===== src/rtl/key_schedule_if.sv =====
// Round-key delivery interface between the key-schedule engine and the
// round datapath. "master" is the side that starts the expansion and
// consumes round keys; "slave" is the key-schedule engine itself.
interface key_schedule_if #(
  parameter int NK = 4
);
  logic              start;
  logic [32*NK-1:0]  key_in;
  logic              rk_ready;
  logic              rk_valid;
  logic [127:0]      rk_data;
  logic [3:0]        rk_index;
  logic              busy;
  logic              done;

  modport master (
    output start, key_in, rk_ready,
    input  rk_valid, rk_data, rk_index, busy, done
  );

  modport slave (
    input  start, key_in, rk_ready,
    output rk_valid, rk_data, rk_index, busy, done
  );
endinterface


===== src/rtl/key_schedule_seq.sv =====
// Sequential AES key expansion (AES-128/192/256 chosen by NK).
// One 32-bit schedule word per clock; every four words are packed into a
// 128-bit round key and offered over a valid/ready handshake.

// Combinational AES S-box applied to N bytes in parallel. Each byte is
// computed as the GF(2^8) inverse followed by the affine transform, so no
// lookup table has to be maintained.
module s_box_flex #(
  parameter int N = 4
) (
  input  logic [8*N-1:0] din,
  output logic [8*N-1:0] dout
);
  function automatic logic [7:0] gf_mul(input logic [7:0] a, input logic [7:0] b);
    logic [7:0] p;
    logic [7:0] aa;
    p  = 8'h00;
    aa = a;
    for (int k = 0; k < 8; k++) begin
      if (b[k]) p = p ^ aa;
      aa = {aa[6:0], 1'b0} ^ (aa[7] ? 8'h1b : 8'h00);
    end
    return p;
  endfunction

  function automatic logic [7:0] sbox(input logic [7:0] x);
    logic [7:0] sq;
    logic [7:0] r;
    // x^254 is the multiplicative inverse; it also maps 0 to 0 as AES needs.
    sq = x;
    r  = 8'h01;
    for (int k = 1; k < 8; k++) begin
      sq = gf_mul(sq, sq);
      r  = gf_mul(r, sq);
    end
    return r ^ {r[6:0], r[7]} ^ {r[5:0], r[7:6]} ^ {r[4:0], r[7:5]}
             ^ {r[3:0], r[7:4]} ^ 8'h63;
  endfunction

  for (genvar b = 0; b < N; b++) begin : g_byte
    assign dout[8*b +: 8] = sbox(din[8*b +: 8]);
  end
endmodule

module key_schedule_seq #(
  parameter int NK = 4
) (
  input  logic           clk,
  input  logic           rst,
  key_schedule_if.slave  bus
);
  localparam int NR          = NK + 6;
  localparam int TOTAL_WORDS = 4 * (NR + 1);

  if (NK != 4 && NK != 6 && NK != 8) begin : g_bad_nk
    $error("key_schedule_seq: NK must be 4, 6 or 8");
  end

  typedef enum logic [1:0] {IDLE, GEN, DRAIN} state_t;

  state_t           state;
  logic [5:0]       i;        // index of the next word to produce
  logic [2:0]       j;        // i mod NK, kept as its own counter
  logic [7:0]       rcon;
  logic [32*NK-1:0] win;      // last NK words, oldest (w[i-NK]) in the MSBs
  logic [95:0]      asm_buf;  // previous three words of the current group

  logic [31:0] oldest, prev, sub_in, sub_out, temp, w_new;
  logic        past_key, is_g, is_h, stall, produce, group_end, last_word;

  // While i<NK the window is rotated, so its top word walks through the
  // captured key and the window holds the key again once i reaches NK.
  assign oldest = win[32*NK-1 -: 32];
  assign prev   = win[31:0];

  s_box_flex #(.N(4)) u_sbox (.din(sub_in), .dout(sub_out));

  // Next-word datapath: G step on i%NK==0, H step (NK=8) on i%NK==4.
  always_comb begin
    // NOTE: every signal gets a value on every path, so no latch is inferred.
    past_key  = (i >= 6'(NK));
    is_g      = past_key && (j == 3'd0);
    is_h      = (NK == 8) && past_key && (j == 3'd4);
    sub_in    = is_g ? {prev[23:0], prev[31:24]} : prev;
    temp      = prev;
    if (is_g)      temp = sub_out ^ {rcon, 24'h0};
    else if (is_h) temp = sub_out;
    w_new     = past_key ? (oldest ^ temp) : oldest;
    group_end = (i[1:0] == 2'd3);
    stall     = group_end && bus.rk_valid && !bus.rk_ready;
    produce   = (state == GEN) && !stall;
    last_word = (i == 6'(TOTAL_WORDS - 1));
  end

  // Control FSM, word generation, packing and handshake registers.
  always_ff @(posedge clk or posedge rst) begin
    if (rst) begin
      state        <= IDLE;
      i            <= '0;
      j            <= '0;
      rcon         <= 8'h01;
      // NOTE: the window and buffer are cleared too, so an aborted run leaves
      // no trace of the previous key in the registers.
      win          <= '0;
      asm_buf      <= '0;
      bus.rk_valid <= 1'b0;
      bus.rk_data  <= '0;
      bus.rk_index <= '0;
      bus.busy     <= 1'b0;
      bus.done     <= 1'b0;
    end else begin
      // NOTE: non-blocking throughout; later assignments in this block
      // override the defaults set here.
      bus.done <= 1'b0;
      if (bus.rk_valid && bus.rk_ready) bus.rk_valid <= 1'b0;

      case (state)
        IDLE: begin
          if (bus.start) begin
            win      <= bus.key_in;
            i        <= '0;
            j        <= '0;
            rcon     <= 8'h01;
            bus.busy <= 1'b1;
            state    <= GEN;
          end
        end
        GEN: begin
          if (produce) begin
            win     <= {win[32*NK-33:0], w_new};
            asm_buf <= {asm_buf[63:0], w_new};
            i       <= i + 6'd1;
            j       <= (j == 3'(NK - 1)) ? 3'd0 : j + 3'd1;
            if (is_g) rcon <= {rcon[6:0], 1'b0} ^ (rcon[7] ? 8'h1b : 8'h00);
            if (group_end) begin
              bus.rk_data  <= {asm_buf, w_new};
              bus.rk_index <= i[5:2];
              bus.rk_valid <= 1'b1;
            end
            if (last_word) state <= DRAIN;
          end
        end
        DRAIN: begin
          if (bus.rk_valid && bus.rk_ready) begin
            bus.done <= 1'b1;
            bus.busy <= 1'b0;
            state    <= IDLE;
          end
        end
        default: state <= IDLE;
      endcase
    end
  end
endmodule


===== src/flat_wrapper.sv =====
// flat-port wrapper written by rule: the top's interface ports become plain ports
module key_schedule_seq_flat 
#(
  parameter int NK = 4
)
  (clk, rst, bus_start, bus_key_in, bus_rk_ready, bus_rk_valid, bus_rk_data, bus_rk_index, bus_busy, bus_done);
  key_schedule_if #(.NK(NK)) bus_i ();
  input  logic clk;
  input  logic rst;
  input wire logic [$bits(bus_i.start)-1:0] bus_start;
  input wire logic [$bits(bus_i.key_in)-1:0] bus_key_in;
  input wire logic [$bits(bus_i.rk_ready)-1:0] bus_rk_ready;
  output wire logic [$bits(bus_i.rk_valid)-1:0] bus_rk_valid;
  output wire logic [$bits(bus_i.rk_data)-1:0] bus_rk_data;
  output wire logic [$bits(bus_i.rk_index)-1:0] bus_rk_index;
  output wire logic [$bits(bus_i.busy)-1:0] bus_busy;
  output wire logic [$bits(bus_i.done)-1:0] bus_done;
  assign bus_i.start = bus_start;
  assign bus_i.key_in = bus_key_in;
  assign bus_i.rk_ready = bus_rk_ready;
  assign bus_rk_valid = bus_i.rk_valid;
  assign bus_rk_data = bus_i.rk_data;
  assign bus_rk_index = bus_i.rk_index;
  assign bus_busy = bus_i.busy;
  assign bus_done = bus_i.done;
  key_schedule_seq #(.NK(NK)) u_core (.clk(clk), .rst(rst), .bus(bus_i));
endmodule

===== config.mk =====
export PLATFORM = sky130hd
export DESIGN_NAME = key_schedule_seq_flat
export DESIGN_NICKNAME = d
export VERILOG_FILES = /design/src/rtl/key_schedule_if.sv /design/src/rtl/key_schedule_seq.sv /design/src/flat_wrapper.sv
export SDC_FILE = /design/constraint.sdc
export NUM_CORES = 2
export LEC_CHECK = 0
export BUFFER_PORTS_ARGS = -buffer_cell sky130_fd_sc_hd__clkbuf_2
export CAP_MARGIN = 20
export CORE_MARGIN = 2
export CORE_UTILIZATION = 30
export DETAILED_ROUTE_END_ITERATION = 8
export SETUP_SLACK_MARGIN = 0.3
export SLEW_MARGIN = 5
export SYNTH_ARGS = -nofsm -noshare
export SYNTH_HDL_FRONTEND = slang
export SYNTH_SLANG_ARGS = --single-unit

===== constraint.sdc =====
create_clock -name clk -period 40.9 [get_ports clk]
set_clock_uncertainty 0.2 [all_clocks]
set_input_delay 6.135 -clock clk [delete_from_list [all_inputs] [get_ports clk]]
set_output_delay 6.135 -clock clk [all_outputs]
set_load 0.01 [all_outputs]

# Word-level counts from Yosys, hierarchy flattened
# Cells that the tools add are included.
[word_totals]
register_bits = 378
latchBits = 0
mem_bits_rw = 0
mem_bits_ro = 0
input_bits = 132
out_inout_bits = 135
elab_cells = 1664
mem_count = 0
[op_classes]
add_sub_neg = 2
mul = 0
n_div = 0
magnitude_cmp = 1
eq_ne = 10
n_shift = 0
mux = 844
n_bitwise = 779
n_reduce_logical = 17
[op_table]
columns = ["cell", "count"]
rows = [
  ["8-bit 2-to-1 mux", 423],
  ["8-bit XOR", 381],
  ["8-bit by 5-bit XOR with 8-bit output", 364],
  ["5-bit 2-to-1 mux", 369],
  ["128-bit 2-to-1 mux", 2],
  ["128-bit one-hot mux with 2 select lines", 1],
  ["32-bit 2-to-1 mux", 3],
  ["32-bit XOR", 2],
  ["6-bit 2-to-1 mux", 6],
  ["7-bit 2-to-1 mux", 4],
  ["1-bit inverter (first input constant)", 28],
  ["3-bit 2-to-1 mux", 7],
  ["2-bit 2-to-1 mux", 8],
  ["4-bit 2-to-1 mux", 4],
  ["4-bit inverter", 4],
  ["8-bit one-hot mux with 2 select lines", 1],
  ["1-bit 2-to-1 mux", 12],
  ["6-bit one-hot mux with 2 select lines", 1],
  ["3-bit AND reduction", 3],
  ["2-bit by 1-bit inequality test with 1-bit output (second input constant)", 4],
  ["4-bit AND reduction", 2],
  ["6-bit by 1-bit adder with 6-bit output (second input constant)", 1],
  ["6-bit equality test (second input constant)", 1],
  ["6-bit by 3-bit greater-or-equal comparator with 1-bit output (second input constant)", 1],
  ["other kinds (14)", 21],
]

# Logic depth before layout (Yosys ltp)
[depth]
word_depth = 141
mapped_depth = 84
ltp_nobuf = 68

# Hierarchy
# A second synthesis with hierarchy kept.
[hier_totals]
cells_unflattened = 9433
area_unflattened_um2 = 73451.7
[by_module_without_submodules]
columns = ["module", "n_inst", "cells_per_inst", "area_per_inst_um2", "seq_area_each_um2"]
rows = [
  ["s_box_flex", 1, 7927, 57337.5, 0.0],
  ["key_schedule_seq", 1, 1506, 16114.2, 9460.3],
]

# Least setup slack after synthesis
# Ideal clock, no wire load.
[synth_timing]
kind = "register -> register"
start = "register u_core.i[3]"
end = "register u_core.asm_buf[26]"
setup_ns = 0.077
t_arrival_ns = 17.301
required_ns = 40.623
setup_slack_ns = 23.323
path_stages_with_launch = 80
n_path_buf = 14
synth_period_minus_slack_ns = 17.577
cell_sequence = "dfrtp_1 > buf_6 > or4_4 > buf_6 > nand2_4 > buf_6 > buf_8 > buf_6 > buf_6 > buf_6 > nand2_1 > o21ai_0 > ha_1 > nand2b_1 > xnor2_1 > a211oi_1 > or2_1 > xnor2_2 > [... 44 more ...] > xor2_1 > buf_4 > buf_6 > nor3_1 > nor4_1 > xor2_1 > mux4_2 > xnor2_1 > a21oi_1 > xnor2_2 > nor2_1 > xnor2_1 > xor2_2 > xnor3_1 > o21a_1 > or3_1 > and2_1 > o21ai_1"
[synth_between]
elab_chain_cells = 135
word_cells_on_any_way = 396
classes_between = "1 x order compare; 206 x mux; 188 x bitwise; 1 x reduce/logical"
[synth_lines]
columns = ["element", "line_no", "text"]
rows = [
  ["start, declared", "key_schedule_seq.sv:62", "logic [5:0] i;"],
  ["start signal, assigned", "key_schedule_seq.sv:132", "i <= i + 6'd1;"],
  ["6-bit by 3-bit greater-or-equal comparator with 1-bit output *", "key_schedule_seq.sv:81", "past_key = (i >= 6'(NK));"],
  ["1-bit logical AND", "key_schedule_seq.sv:82", "is_g = past_key && (j == 3'd0);"],
  ["32-bit 2-to-1 mux", "key_schedule_seq.sv:84", "sub_in = is_g ? {prev[23:0], prev[31:24]} : prev;"],
  ["5-bit 2-to-1 mux, or another cell as far along", "key_schedule_seq.sv:21", "aa = {aa[6:0], 1'b0} ^ (aa[7] ? 8'h1b : 8'h00);"],
  ["8-bit by 5-bit XOR with 8-bit output or 8-bit XOR (tied branches)", "key_schedule_seq.sv:21, key_schedule_seq.sv:20", ""],
  ["8-bit XOR or 8-bit 2-to-1 mux (tied branches)", "key_schedule_seq.sv:20", "if (b[k]) p = p ^ aa;"],
  ["8-bit 2-to-1 mux or 8-bit XOR (tied branches)", "key_schedule_seq.sv:20", ""],
  ["8-bit XOR or 8-bit 2-to-1 mux (tied branches)", "key_schedule_seq.sv:20", ""],
  ["[... 117 more ...]", "-", ""],
  ["8-bit XOR", "key_schedule_seq.sv:20", ""],
  ["8-bit 2-to-1 mux", "key_schedule_seq.sv:20", ""],
  ["8-bit XOR (3 in a row)", "key_schedule_seq.sv:36", "return r ^ {r[6:0], r[7]} ^ {r[5:0], r[7:6]} ^ {r[4:0], r[7:5]}"],
  ["8-bit XOR", "key_schedule_seq.sv:37", "^ {r[3:0], r[7:4]} ^ 8'h63;"],
  ["32-bit XOR", "key_schedule_seq.sv:86", "if (is_g) temp = sub_out ^ {rcon, 24'h0};"],
  ["32-bit 2-to-1 mux", "key_schedule_seq.sv:86", ""],
  ["32-bit XOR", "key_schedule_seq.sv:88", "w_new = past_key ? (oldest ^ temp) : oldest;"],
  ["32-bit 2-to-1 mux *", "key_schedule_seq.sv:88", ""],
  ["end signal, assigned", "key_schedule_seq.sv:131", "asm_buf <= {asm_buf[63:0], w_new};"],
  ["end, declared", "key_schedule_seq.sv:66", "logic [95:0] asm_buf;"],
]
# Every way passes the cells marked *; elsewhere a longest branch is shown, timed or not.
# A chain may end at the register's enable or synchronous reset.

# Worst setup path after layout
[layout_timing]
start = "register u_core.j[0]"
end = "register u_core.bus.rk_data[28]"
[layout_between]
elab_chain_cells = 135
word_cells_on_any_way = 396
classes_between = "206 x mux; 188 x bitwise; 2 x reduce/logical"
[layout_lines]
columns = ["element", "line_no", "text"]
rows = [
  ["start, declared", "key_schedule_seq.sv:63", "logic [2:0] j;"],
  ["start signal, assigned", "key_schedule_seq.sv:133", "j <= (j == 3'(NK - 1)) ? 3'd0 : j + 3'd1;"],
  ["3-bit logical NOT *", "key_schedule_seq.sv:82", ""],
  ["1-bit logical AND *", "key_schedule_seq.sv:82", ""],
  ["32-bit 2-to-1 mux", "key_schedule_seq.sv:84", ""],
  ["5-bit 2-to-1 mux, or another cell as far along", "key_schedule_seq.sv:21", ""],
  ["8-bit by 5-bit XOR with 8-bit output or 8-bit XOR (tied branches)", "key_schedule_seq.sv:21, key_schedule_seq.sv:20", ""],
  ["8-bit XOR or 8-bit 2-to-1 mux (tied branches)", "key_schedule_seq.sv:20", ""],
  ["8-bit 2-to-1 mux or 8-bit XOR (tied branches)", "key_schedule_seq.sv:20", ""],
  ["8-bit XOR or 8-bit 2-to-1 mux (tied branches)", "key_schedule_seq.sv:20", ""],
  ["[... 117 more ...]", "-", ""],
  ["8-bit XOR", "key_schedule_seq.sv:20", ""],
  ["8-bit 2-to-1 mux", "key_schedule_seq.sv:20", ""],
  ["8-bit XOR (3 in a row)", "key_schedule_seq.sv:36", ""],
  ["8-bit XOR", "key_schedule_seq.sv:37", ""],
  ["32-bit XOR", "key_schedule_seq.sv:86", ""],
  ["32-bit 2-to-1 mux *", "key_schedule_seq.sv:86", ""],
  ["32-bit XOR *", "key_schedule_seq.sv:88", ""],
  ["32-bit 2-to-1 mux *", "key_schedule_seq.sv:88", ""],
  ["end signal, assigned", "key_schedule_seq.sv:136", "bus.rk_data <= {asm_buf, w_new};"],
  ["end, declared", "key_schedule_if.sv:23", "output rk_valid, rk_data, rk_index, busy, done"],
]
# Marked as above.

==> flow_summary_export.csv <==
group,metric,value,unit
worst_setup_path,start_kind,"flop",
routing,vias_per_cell,5.17,
yosys,synth_fp_nets,9964,
routing,drt_wl_total,237000,um
layout,stdcell_count,13000,
sta,max_freq,46.8,MHz
clocking,cts_tree,"built",
clocking,insertion_delay,620,ps
layout,nNetsFinal,9901,
routing,ant_nets,0,
global_routing,antenna_found_initial,21,
placement,dp_cells,12900,
worst_setup_path,required,41230,ps
clocking,cts.reportedPaths.clkPinSlew,70,ps
sta,hold_viol_final,0,
floorplan,coreArea,246000,sq um
yosys,ys.warnings.count,0,
worst_setup_path,worstSetupPathType,"flop to flop",
clocking,cts_setup_buffers,0,
floorplan,io-pin-count,267,
worst_setup_path,path_common_cell,"xnor2_1",
yosys,synthSimpleGateAreaFrac,21.6,%
clocking,hold_buffers,0,
global_routing,grt_pass1_wl,371000,um
floorplan,die_y,501,um
routing,vias,67300,
clocking,root_buffer,"clkbuf_16",
clocking,clock_sinks,378,
sta,tightestPinTransition,1110,ps
clocking,numCtsBuffers,39,
yosys,synthAdderAreaFrac,0.415,%
routing,routedWlPerCell,18.2,um
layout,syn_to_final_growth,7.99,%
yosys,syn-cell-area,74100,sq um
yosys,synthXorXnorAreaFrac,40.1,%
worst_setup_path,reg2reg_depth,69,
layout,drive_gt1_share,11.3,%
placement,gp_congestion,0.949,
worst_setup_path,cp.arrival,21700,ps
worst_hold_path,hp-class,"flop to flop",
global_routing,grt_max_degree,101,
routing,drt-pass1-iter-count,6,
yosys,synth_cell_types,143,
clocking,max-clock-path-buffers,3,
sta,slew_viol_final,0,
worst_setup_path,endpoint_kind,"flop",
yosys,ys_seq_area_share,12.8,%
yosys,yosys-mux-area-fraction,3.97,%
placement,io_buffer_count,266,
clocking,cts_resized,0,
routing,drt_iter0_drc,6383,
global_routing,grt_pass1_vias,61600,
floorplan,die_x,501,um
layout,fill_cells,26300,
clocking,htreeDepth,2,
yosys,synth_flop_cell,"dfrtp_1",
worst_hold_path,min_path_cells,2,
yosys,synth_top_family_by_area,"XOR/XNOR gates",
outcome,status,"completed",
layout,fin_util,32.6,%
sta,rsz0062_at_grt,"false",
routing,drcViolationCount,0,
worst_setup_path,max_stage_delay,910,ps
yosys,synth_cells,9809,
global_routing,grt_overflow,0,
yosys,synth_seq_cells,378,
floorplan,fp-row-count,182,
yosys,synth_compound_area_share,15.8,%
floorplan,die_area,251000,sq um
yosys,synth_edf_count,0,
worst_setup_path,crit_fanout,25,
global_routing,grt_use_total,18.0,%
sta,min_period_over_period,52.2,%
worst_setup_path,critPathSlowestCell,"xor2_1",
yosys,ys_async_sr_fraction,100,%
sta,period_minus_slack,21360,ps
sta,setup_violations,0,
floorplan,start_util,30.1,%
yosys,avgSynthCellArea,7.56,sq um
sta,tns,0,ps
flow_run,drv_cap,0,
sta,slew_headroom,25.6,%
placement,hpwl,174000,um
-- area by class of cell --
class | instances | area [sq um] | share of cell area (%)
diodes | 12 | 30.0 | 0.0375
clock buffers | 58 | 1180 | 1.47
clock inverters | 13 | 189 | 0.236
inverters | 134 | 518 | 0.647
multi-input cells | 8638 | 61200 | 76.4
flip-flops and latches | 378 | 9460 | 11.8
well taps | 3220 | 4030 | 5.03
repair buffers | 555 | 3510 | 4.38
-- synthesized netlist by cell type (54+ instances only) --
master / number / area (sq um)
a211oi_1: 72 / 541
a21oi_1: 453 / 2270
a22oi_1: 65 / 488
a31oi_1: 169 / 1060
and2_1: 54 / 338
buf_2: 127 / 636
clkbuf_1: 388 / 1460
dfrtp_1: 377 / 9430
inv_1: 107 / 402
mux2i_1: 238 / 2380
nand2_1: 1760 / 6610
nand2b_1: 55 / 344
nand3_1: 190 / 951
nor2_1: 1252 / 4700
nor2b_1: 59 / 369
nor3_1: 186 / 931
o211ai_1: 73 / 548
o21ai_0: 399 / 2000
o21ai_1: 91 / 455
o22ai_1: 109 / 682
xnor2_1: 1732 / 15200
xnor2_2: 129 / 2100
xnor3_1: 219 / 4930
xor2_1: 443 / 3880
-- path summary, 6_finish.rpt --
| kind | from | endpoint | slack, ps |
|---|---|---|---|
| worst max register to register | u_core.j[0] | u_core.bus.rk_data[28] | 19540 |
| max in group asynchronous | rst | u_core.win[96] | 32650 |
| worst min register to register | u_core.asm_buf[92] | u_core.bus.rk_data[124] | 260 |
| worst max-delay path | u_core.j[0] | u_core.bus.rk_data[28] | 19540 |
| worst min-delay path | u_core.asm_buf[92] | u_core.bus.rk_data[124] | 260 |
| min in group asynchronous | rst | u_core.bus.rk_data[125] | 5460 |
-- critical path, delay by kind of cell, from the launching register on --
| kind | cells | cell delay, ps |
|---|---|---|
| mux | 4 | 920 |
| flops | 1 | 410 |
| buf+inv | 8 | 2090 |
| compound gates | 7 | 1850 |
| fa+ha+maj | 5 | 1930 |
| xor+xnor | 29 | 9880 |
| simple gates | 16 | 3950 |
-- sequential cells by signal (all words and copies together), names as in the netlist --
signal               count
u_core.asm_buf          96
u_core.bus.busy          1
u_core.bus.done          1
u_core.bus.rk_data     128
u_core.bus.rk_index      4
u_core.bus.rk_valid      1
u_core.i                 6
u_core.j                 3
u_core.rcon              8
u_core.state             2
u_core.win             128
-- per-layer routing --
metal | up-vias | track usage (%) | part of all wire (%)
li1 | 32900 | - | -
met1 | 32000 | 25.4 | 46
met2 | 2107 | 29.5 | 46
met3 | 255 | 1.90 | 6.0
met4 | 20 | 3.67 | 2.2
met5 | - | 0.328 | 0.060
-- per-stage QoR --
| stage | worst slack [ps] | hold slack [ps] | area [sq um] |
|---|---|---|---|
| global route | 18000 | 271 | 80100 |
| finish | 19540 | 263 | 80100 |
| CTS | 19660 | 265 | 80000 |
| detailed placement | 19710 | 251 | 78700 |
| global placement | 19770 | 247 | 78600 |
| floorplan | 23320 | 239 | 74100 |
-- layout by cell type (no fill, tap or decap), types with 65 or more instances in the layout --
cell | synthesis | final
o211ai_1 | 73 | 73
nand2_1 | 1760 | 1758
dfrtp_1 | 377 | 377
a22oi_1 | 65 | 65
o21ai_1 | 91 | 91
buf_4 | 22 | 288
inv_1 | 107 | 106
clkbuf_2 | 0 | 266
nor2_1 | 1252 | 1250
xnor2_2 | 129 | 158
o22ai_1 | 109 | 109
xnor3_1 | 219 | 219
nand3_1 | 190 | 189
xnor2_1 | 1732 | 1703
nor3_1 | 186 | 186
a211oi_1 | 72 | 72
o21ai_0 | 399 | 399
a31oi_1 | 169 | 169
mux2i_1 | 238 | 237
a21oi_1 | 453 | 452
xor2_1 | 443 | 436
-- kinds of logic (layout without fill, tap and decap cells) --
group | count (synthesis) | after routing
flops | 378 | 378
buf+inv | 793 | 760
fa+ha+maj | 25 | 25
other cells | 0 | 12
mux | 282 | 282
simple gates | 3808 | 3808
xor+xnor | 2684 | 2684
compound gates | 1839 | 1839
Power is left out: the tool's default activity adds up to more than one toggle a clock period on the data nets, which glitch-free logic cannot reach.
